===== config.mk =====
export PLATFORM = sky130hd
export DESIGN_NAME = mem_copy_engine_flat
export DESIGN_NICKNAME = d
export VERILOG_FILES = /design/src/rtl/mem_copy_engine_if.sv /design/src/rtl/mem_copy_engine.sv /design/src/flat_wrapper.sv
export SDC_FILE = /design/constraint.sdc
export NUM_CORES = 1
export LEC_CHECK = 0
export CORE_MARGIN = 1
export CORE_UTILIZATION = 58
export CTS_BUF_LIST = sky130_fd_sc_hd__clkbuf_8 sky130_fd_sc_hd__clkbuf_16
export CTS_CLUSTER_DIAMETER = 80
export DETAILED_ROUTE_END_ITERATION = 12
export DONT_BUFFER_PORTS = 1
export PLACE_DENSITY = 0.76
export SLEW_MARGIN = 20
export SYNTH_ARGS = -nofsm -noshare
export SYNTH_HDL_FRONTEND = slang
export SYNTH_SLANG_ARGS = --single-unit

===== constraint.sdc =====
create_clock -name clk -period 5.1 [get_ports clk]
set_input_delay 0.765 -clock clk [delete_from_list [all_inputs] [get_ports clk]]
set_output_delay 0.765 -clock clk [all_outputs]
set_load 0.05 [all_outputs]

===== src/rtl/mem_copy_engine_if.sv =====
// ----------------------------------------------------------------------------
// mem_copy_engine_if
// Single-port external memory bus as seen by a processor-style initiator.
//   memread   : initiator -> memory, high during a read cycle
//   memwrite  : initiator -> memory, high during a write cycle; the memory
//               commits writedata at adr on the next rising clock edge
//   adr       : initiator -> memory, byte address
//   writedata : initiator -> memory, write data
//   memdata   : memory -> initiator, combinational read data for adr
// Modports: master (the copy engine), slave (the memory).
// ----------------------------------------------------------------------------
interface mem_copy_engine_if #(
  parameter int WIDTH = 32
);
  logic             memread;
  logic             memwrite;
  logic [WIDTH-1:0] adr;
  logic [WIDTH-1:0] writedata;
  logic [WIDTH-1:0] memdata;

  modport master (
    output memread,
    output memwrite,
    output adr,
    output writedata,
    input  memdata
  );

  modport slave (
    input  memread,
    input  memwrite,
    input  adr,
    input  writedata,
    output memdata
  );
endinterface


===== src/rtl/mem_copy_engine.sv =====
// ----------------------------------------------------------------------------
// mem_copy_engine
// DMA-style helper that copies len 32-bit words from src_adr to dst_adr over
// the single-port memory bus: one READ cycle (combinational memdata captured
// at the closing edge) followed by one WRITE cycle per word.
//
// Ports:
//   clk, reset          : clock, asynchronous active-high reset
//   start               : copy request, sampled only while idle
//   src_adr, dst_adr    : word-aligned byte addresses
//   len                 : word count (0 allowed)
//   busy                : high whenever the engine is not idle
//   done                : one-cycle pulse in the finishing cycle
//   err                 : one-cycle pulse after a misaligned start is rejected
//   count               : words written in the current / last copy
//   dbg_state           : current FSM state (IDLE=0, READ=1, WRITE=2, FIN=3)
//   mem                 : memory bus, master side
//
// Handshake: there is no ready on start. A request is taken at a rising edge
// where the engine is idle and start=1; it is answered either by busy rising
// (accepted) or by an err pulse (rejected). While busy=1, start, src_adr,
// dst_adr and len are ignored. On the memory side every cycle with memread or
// memwrite high is a complete transfer; the memory never stalls.
// ----------------------------------------------------------------------------
module mem_copy_engine #(
  parameter int WIDTH   = 32,
  parameter int LENBITS = 8
) (
  input  logic               clk,
  input  logic               reset,
  input  logic               start,
  input  logic [WIDTH-1:0]   src_adr,
  input  logic [WIDTH-1:0]   dst_adr,
  input  logic [LENBITS-1:0] len,
  output logic               busy,
  output logic               done,
  output logic               err,
  output logic [LENBITS-1:0] count,
  output logic [1:0]         dbg_state,
  mem_copy_engine_if.master  mem
);

  typedef enum logic [1:0] {
    S_IDLE  = 2'd0,
    S_READ  = 2'd1,
    S_WRITE = 2'd2,
    S_FIN   = 2'd3
  } state_t;

  state_t             state_q, state_d;
  logic [WIDTH-1:0]   src_q, src_d;
  logic [WIDTH-1:0]   dst_q, dst_d;
  logic [WIDTH-1:0]   data_q, data_d;
  logic [LENBITS-1:0] rem_q, rem_d;
  logic [LENBITS-1:0] count_q, count_d;
  // Registered bus / status outputs, computed from the next state so they
  // are plain flop outputs that still follow the Moore state exactly.
  logic               memread_q, memread_d;
  logic               memwrite_q, memwrite_d;
  logic [WIDTH-1:0]   adr_q, adr_d;
  logic               busy_q, busy_d;
  logic               done_q, done_d;
  logic               err_q, err_d;

  always_comb begin
    state_d = state_q;
    src_d   = src_q;
    dst_d   = dst_q;
    data_d  = data_q;
    rem_d   = rem_q;
    count_d = count_q;
    err_d   = 1'b0;

    case (state_q)
      S_IDLE: begin
        if (start) begin
          if (src_adr[1:0] == 2'b00 && dst_adr[1:0] == 2'b00) begin
            src_d   = src_adr;
            dst_d   = dst_adr;
            rem_d   = len;
            count_d = '0;
            state_d = (len == '0) ? S_FIN : S_READ;
          end else begin
            err_d = 1'b1;
          end
        end
      end
      S_READ: begin
        data_d  = mem.memdata;
        src_d   = src_q + WIDTH'(4);
        state_d = S_WRITE;
      end
      S_WRITE: begin
        dst_d   = dst_q + WIDTH'(4);
        count_d = count_q + LENBITS'(1);
        rem_d   = rem_q - LENBITS'(1);
        state_d = (rem_q == LENBITS'(1)) ? S_FIN : S_READ;
      end
      default: begin
        state_d = S_IDLE;
      end
    endcase

    memread_d  = (state_d == S_READ);
    memwrite_d = (state_d == S_WRITE);
    busy_d     = (state_d != S_IDLE);
    done_d     = (state_d == S_FIN);
    // src_d/dst_d already hold the pointer the next cycle will use.
    if (state_d == S_READ) begin
      adr_d = src_d;
    end else if (state_d == S_WRITE) begin
      adr_d = dst_d;
    end else begin
      adr_d = '0;
    end
  end

  always_ff @(posedge clk or posedge reset) begin
    if (reset) begin
      state_q    <= S_IDLE;
      src_q      <= '0;
      dst_q      <= '0;
      data_q     <= '0;
      rem_q      <= '0;
      count_q    <= '0;
      memread_q  <= 1'b0;
      memwrite_q <= 1'b0;
      adr_q      <= '0;
      busy_q     <= 1'b0;
      done_q     <= 1'b0;
      err_q      <= 1'b0;
    end else begin
      state_q    <= state_d;
      src_q      <= src_d;
      dst_q      <= dst_d;
      data_q     <= data_d;
      rem_q      <= rem_d;
      count_q    <= count_d;
      memread_q  <= memread_d;
      memwrite_q <= memwrite_d;
      adr_q      <= adr_d;
      busy_q     <= busy_d;
      done_q     <= done_d;
      err_q      <= err_d;
    end
  end

  assign busy          = busy_q;
  assign done          = done_q;
  assign err           = err_q;
  assign count         = count_q;
  assign dbg_state     = state_q;
  assign mem.memread   = memread_q;
  assign mem.memwrite  = memwrite_q;
  assign mem.adr       = adr_q;
  assign mem.writedata = data_q;

endmodule


===== src/flat_wrapper.sv =====
// flat-port wrapper written by rule: the top's interface ports become plain ports
module mem_copy_engine_flat 
#(
  parameter int WIDTH   = 32,
  parameter int LENBITS = 8
)
  (clk, reset, start, src_adr, dst_adr, len, busy, done, err, count, dbg_state, mem_memread, mem_memwrite, mem_adr, mem_writedata, mem_memdata);
  mem_copy_engine_if #(.WIDTH(WIDTH)) mem_i ();
  input  logic clk;
  input  logic reset;
  input  logic start;
  input  logic [WIDTH-1:0] src_adr;
  input  logic [WIDTH-1:0] dst_adr;
  input  logic [LENBITS-1:0] len;
  output logic busy;
  output logic done;
  output logic err;
  output logic [LENBITS-1:0] count;
  output logic [1:0] dbg_state;
  output wire logic [$bits(mem_i.memread)-1:0] mem_memread;
  output wire logic [$bits(mem_i.memwrite)-1:0] mem_memwrite;
  output wire logic [$bits(mem_i.adr)-1:0] mem_adr;
  output wire logic [$bits(mem_i.writedata)-1:0] mem_writedata;
  input wire logic [$bits(mem_i.memdata)-1:0] mem_memdata;
  assign mem_memread = mem_i.memread;
  assign mem_memwrite = mem_i.memwrite;
  assign mem_adr = mem_i.adr;
  assign mem_writedata = mem_i.writedata;
  assign mem_i.memdata = mem_memdata;
  mem_copy_engine #(.WIDTH(WIDTH), .LENBITS(LENBITS)) u_core (.clk(clk), .reset(reset), .start(start), .src_adr(src_adr), .dst_adr(dst_adr), .len(len), .busy(busy), .done(done), .err(err), .count(count), .dbg_state(dbg_state), .mem(mem_i));
endmodule

==> results_dict.tcl, run 1 <==
set metrics [dict create \
    path_class "flop to flop" \
    multi_input_area_um2 3700 \
    yosys_register_bits 151 \
    status "finished clean" \
    worstPathArrival_ns 3.32 \
    num_rows 41 \
    htreeDepth 4 \
    postSynthCellCount 856 \
    track_usage 0.341 \
    synth_ff_type "dfrtp_1" \
    syn-num-nets 968 \
    grt_pass1_wl_um 36600 \
    setup_violations 0 \
    worst_pin_slew_ns 1.06 \
    dp_hpwl_um 16000 \
    synthMostInstantiatedCell "nand2_1" \
    gp_congestion 0.946 \
    crit_top_cell "a21oi_1" \
    first_pass_iters 6 \
    cts_made_buffers 17 \
    tns_ns 0 \
    ios 186 \
    design_area_um2 8420 \
    synth.distinct_cells 70 \
    critical_path.slowest_cell "a21oi_1" \
    tritoncts "done" \
    cts.hold.buffers_added 0 \
    cap_violations 0 \
    initial_utilization 0.606 \
    drive_gt1_frac 0.0827 \
    nets 945 \
    hold_viol 0 \
    insertedDiodeCount 0 \
    drt_iter0_markers 770 \
    grt_start_max_net_pins 115 \
    hp-class "primary input to asynchronous set/reset pin" \
    async_flop_share 1.00 \
    synth_area_leaders "dfrtp_1 49%, nand2_1 7.8%, a21oi_1 2.8%, o21ai_0 2.4%, a22o_1 2.4%" \
    die_area_um2 13900 \
    yosys.area.top_type "dfrtp_1" \
    clock-root-buffer "clkbuf_16" \
    grt_pass1_vias 6660 \
    syn_area_um2 7770 \
    crit_fanout 48 \
    io_buffers 0 \
    p_leak_nw 3.53 \
    finalNonFillerCells 1018 \
    drt-total-wl_um 23000 \
    yosysSeqAreaShare 0.486 \
    synthToLayoutAreaGrowth_pct 8.41 \
    crit_buf_inv 2 \
    fillers 1071 \
    crit_chain "nand2b_2 -> buf_4 -> inv_2 -> a21oi_1 -> a21oi_1 -> o22a_1 -> a22o_1" \
    via_per_inst 6.86 \
    slew_headroom 0.295 \
    start_kind "flop" \
    drc 0 \
    max_freq_mhz 332 \
    synth_edf_count 0 \
    netlist.area_leader.share 0.486 \
    max_stage_delay_ns 0.85 \
    die_x_um 118 \
    powerDensity_nw_per_um2 614 \
    skew_ns 0.0181 \
    post_cts_resized 0 \
    placed_cells 986 \
    endpoint_kind "flop" \
    cts_buffer_depth 2 \
    fin_crit_sh 0.591 \
    ant_nets 0 \
    antenna_found_initial 0 \
    cts_num_sinks 151 \
    ir_worst_vdd_v 0.000334 \
    clock_latency_ns 0.43 \
    period_minus_slack_ns 3.02 \
    seqCellArea_um2 3780 \
    maxSlewViolCount 0 \
    wl_per_cell_um 22.6 \
    worst_slack_ns 2.08 \
    yosysWarningCount 0 \
    cp_top_family "compound AO/OA/AOI/OAI gates" \
    rsz0062_at_grt "false" \
    dpl_cell_area_um2 7870 \
    total_power_mw 5.17 \
    post-place-ws_ns 2.16 \
    worst-endpoint-required_ns 5.41 \
    post-cts-setup-buffers 0 \
    synth_area_per_cell_um2 9.08 \
    synth_common_cells "162 x nand2_1, 151 x dfrtp_1, 48 x nor2_1" \
    overflow 0 \
    num_vias 6988 \
    core_area_um2 12800 \
    clk_pin_slew_ns 0.06 \
    die_y_um 118 \
]
layout by cell type (no fill, tap or decap), types with 4 or more instances in the layout:
| cell | count |
|---|---|
| a2bb2oi_1 | 7 |
| nand2b_1 | 4 |
| nor3_1 | 27 |
| and2_1 | 10 |
| nor2_1 | 48 |
| o22ai_1 | 29 |
| nand3_1 | 29 |
| mux2i_1 | 13 |
| a22o_1 | 21 |
| clkbuf_16 | 17 |
| o211ai_1 | 4 |
| nor2b_1 | 4 |
| a31oi_1 | 10 |
| and3_1 | 15 |
| nor4_1 | 11 |
| nor4_2 | 5 |
| nand2_1 | 162 |
| inv_1 | 14 |
| buf_4 | 14 |
| a21oi_1 | 44 |
| o21ai_0 | 38 |
| o22a_1 | 17 |
| o31ai_1 | 6 |
| xor2_1 | 5 |
| and4_1 | 7 |
| o21ai_1 | 14 |
| dfrtp_1 | 149 |
| or4_1 | 5 |
| ha_1 | 5 |
| a22oi_1 | 15 |
| nand4_1 | 17 |
| a211oi_1 | 7 |
registers in the layout (all words and copies together) (netlist names):
register,cells
u_core.busy,1
u_core.count,8
u_core.dbg_state,2
u_core.done,1
u_core.dst_q,32
u_core.err,1
u_core.mem.adr,32
u_core.mem.memread,1
u_core.mem.memwrite,1
u_core.mem.writedata,32
u_core.rem_q,8
u_core.src_q,32
cells by family (layout without fill, tap and decap cells):
kind of cell / Yosys count / count (layout) / synth area share
buf+inv: 74 / 64 / 0.0387
simple gates: 362 / 362 / 0.229
flops: 151 / 151 / 0.486
xor+xnor: 7 / 7 / 0.00789
compound gates: 242 / 242 / 0.211
fa+ha+maj: 5 / 5 / 0.00805
mux: 15 / 15 / 0.0196
path summary, 6_finish.rpt:
path | startpoint | end | slack (ns) | cells past startpoint
setup / recovery | u_core.dbg_state[1] | u_core.mem.adr[7] | 2.08 | 7
hold / removal | reset | u_core.mem.writedata[29] | 0.32 | 1
setup reg to reg | u_core.dbg_state[1] | u_core.mem.adr[7] | 2.08 | 7
hold reg to reg | u_core.dst_q[1] | u_core.dst_q[1] | 0.49 | 1
max in group asynchronous | reset | u_core.mem.adr[29] | 3.74 | 2
min in group clk | mem_memdata[1] | u_core.mem.writedata[1] | 0.44 | 2
layout make-up:
type | count | share of cell area
Clock buffer | 20 | 0.0554
Clock inverter | 12 | 0.00951
Sequential cell | 151 | 0.449
Tap cell | 172 | 0.0256
Timing Repair Buffer | 14 | 0.0125
Multi-Input combinational cell | 631 | 0.439
Inverter | 18 | 0.00891
metrics by stage:
stage | utilization | hold WS, ns
after CTS | 0.656 | 0.436
final | 0.657 | 0.319
after floorplan | - | 0.438
after global placement | 0.614 | 0.464
after detailed placement | 0.614 | 0.471
after global routing | 0.657 | 0.411
routing by layer:
metal	up-vias	wire length (um)	part of all wire	global-route usage
met2	449	10700	0.46	0.526
met4	0	935	0.041	0.163
met1	3376	8720	0.38	0.449
met3	66	2660	0.12	0.0891
met5	-	0	0	0
li1	3097	-	-	-
power breakdown:
group          internal (mW)  switching [mW]  total, mW
Sequential              1.57            1.24       2.81
Combinational          0.477           0.727       1.20
Clock                  0.657           0.500       1.16
Power figures use the tool's default switching activity.
==> run 2: changes to the inputs <==
--- a/config.mk
+++ b/config.mk
@@ -6,7 +6,7 @@
 export NUM_CORES = 1
 export LEC_CHECK = 0
 export CORE_MARGIN = 1
-export CORE_UTILIZATION = 58
+export CORE_UTILIZATION = 60
 export CTS_BUF_LIST = sky130_fd_sc_hd__clkbuf_8 sky130_fd_sc_hd__clkbuf_16
 export CTS_CLUSTER_DIAMETER = 80
 export DETAILED_ROUTE_END_ITERATION = 12
==> constraint.sdc (replaced) <==
create_clock -name clk -period 3 [get_ports clk]
set_input_delay 0.45 -clock clk [delete_from_list [all_inputs] [get_ports clk]]
set_output_delay 0.45 -clock clk [all_outputs]
set_load 0.05 [all_outputs]
==> results_dict.tcl, run 2 (same netlist as run 1, synthesis figures left out) <==
set metrics [dict create \
    die_area_um2 13400 \
    via_per_inst 6.81 \
    worst_pin_slew_ns 0.917 \
    io_buffers 0 \
    clock_latency_ns 0.42 \
    die_x_um 116 \
    grt_pass1_vias 6560 \
    post-cts-setup-buffers 0 \
    slew_headroom 0.389 \
    p_leak_nw 3.60 \
    total_power_mw 9.09 \
    layout_commonest_cell "nand2_1" \
    finalCoreUtilization 0.681 \
    start_kind "flop" \
    clock-root-buffer "clkbuf_16" \
    final_cell_mix "162 x nand2_1, 149 x dfrtp_1, 48 x nor2_1, 44 x a21oi_1, 38 x o21ai_0" \
    hold_ws_ns 0.0576 \
    cts.hold.buffers_added 0 \
    rsz0062_at_grt "false" \
    finalNonFillerCells 1029 \
    nets 956 \
    crit_fanout 19 \
    cap_violations 0 \
    ios 186 \
    drive_gt1_frac 0.0946 \
    drt-total-wl_um 24100 \
    setup_violations 0 \
    num_vias 7003 \
    antenna_found_initial 1 \
    initial_utilization 0.616 \
    period_minus_slack_ns 2.52 \
    placed_cells 997 \
    wl_per_cell_um 23.4 \
    core_area_um2 12600 \
    design_area_um2 8590 \
    track_usage 0.364 \
    clk_pin_slew_ns 0.06 \
    gp_congestion 0.961 \
    ir_worst_vdd_v 0.000632 \
    worstPathArrival_ns 2.82 \
    path_class "flop to flop" \
    first_pass_iters 5 \
    post-place-ws_ns 0.517 \
    tns_ns 0 \
    skew_ns 0.00922 \
    endpoint_kind "flop" \
    maxSlewViolCount 0 \
    cts_num_sinks 151 \
    htreeDepth 4 \
    grt_start_max_net_pins 152 \
    post_cts_resized 0 \
    powerDensity_nw_per_um2 1060 \
    fin_crit_sh 0.841 \
    hp-class "primary input to asynchronous set/reset pin" \
    die_y_um 116 \
    status "finished clean" \
    fillers 1024 \
    overflow 0 \
    tritoncts "done" \
    dpl_cell_area_um2 7980 \
    hold_viol 0 \
    num_rows 41 \
    worst-endpoint-required_ns 3.30 \
    cts_buffer_depth 2 \
    max_freq_mhz 396 \
    worst_slack_ns 0.476 \
    grt_pass1_wl_um 36300 \
    ant_nets 0 \
    drc 0 \
    cts_made_buffers 17 \
    dp_hpwl_um 16600 \
    synthToLayoutAreaGrowth_pct 10.5 \
    drt_iter0_markers 898 \
]
==> run 2: final timing paths <==
| check | from | to | slack, ns | depth (start not counted) |
|---|---|---|---|---|
| max in group asynchronous | reset | u_core.dst_q[3] | 2.18 | 2 |
| min in group clk | mem_memdata[21] | u_core.mem.writedata[21] | 0.14 | 2 |
| worst min-delay path | reset | u_core.mem.writedata[26] | 0.06 | 2 |
| worst max register to register | u_core.rem_q[4] | u_core.mem.adr[13] | 0.48 | 6 |
| worst min register to register | u_core.src_q[0] | u_core.src_q[0] | 0.49 | 1 |
| worst max-delay path | u_core.rem_q[4] | u_core.mem.adr[13] | 0.48 | 6 |
==> run 2: final cells by class <==
class                      count  area [um^2]  area share
antenna                        1         2.50    0.000291
clock buffer                  19          453      0.0527
clock inverter                12          154      0.0179
inverter                      18         71.3     0.00830
multi-input combinational    631         3700       0.431
sequential                   151         3780       0.440
tap                          172          215      0.0251
timing repair buffer          25          213      0.0248
==> run 2: report_power, final <==
part	switching, mW	internal, mW	total (mW)	leakage [nW]
logic	1.31	0.852	2.16	1.55
clock network	0.840	1.35	2.18	0.284
registers	2.08	2.67	4.74	1.76
total	4.23	4.86	9.09	3.60
==> run 2: routing by layer <==
layer / global-route usage / vias to the layer above / wire length [um]
li1: - / 3119 / -
met5: 0 / - / 0
met4: 0.174 / 0 / 898
met2: 0.573 / 409 / 11400
met1: 0.472 / 3415 / 9630
met3: 0.0941 / 60 / 2140
==> run 2: worst max-delay path: stages (launching register included) <==
cell and delay [ns]:
dfrtp_1 0.45, or3_4 0.43, or4_1 0.53, o21a_1 0.16, nand2_2 0.29, inv_2 0.25, a22o_1 0.27
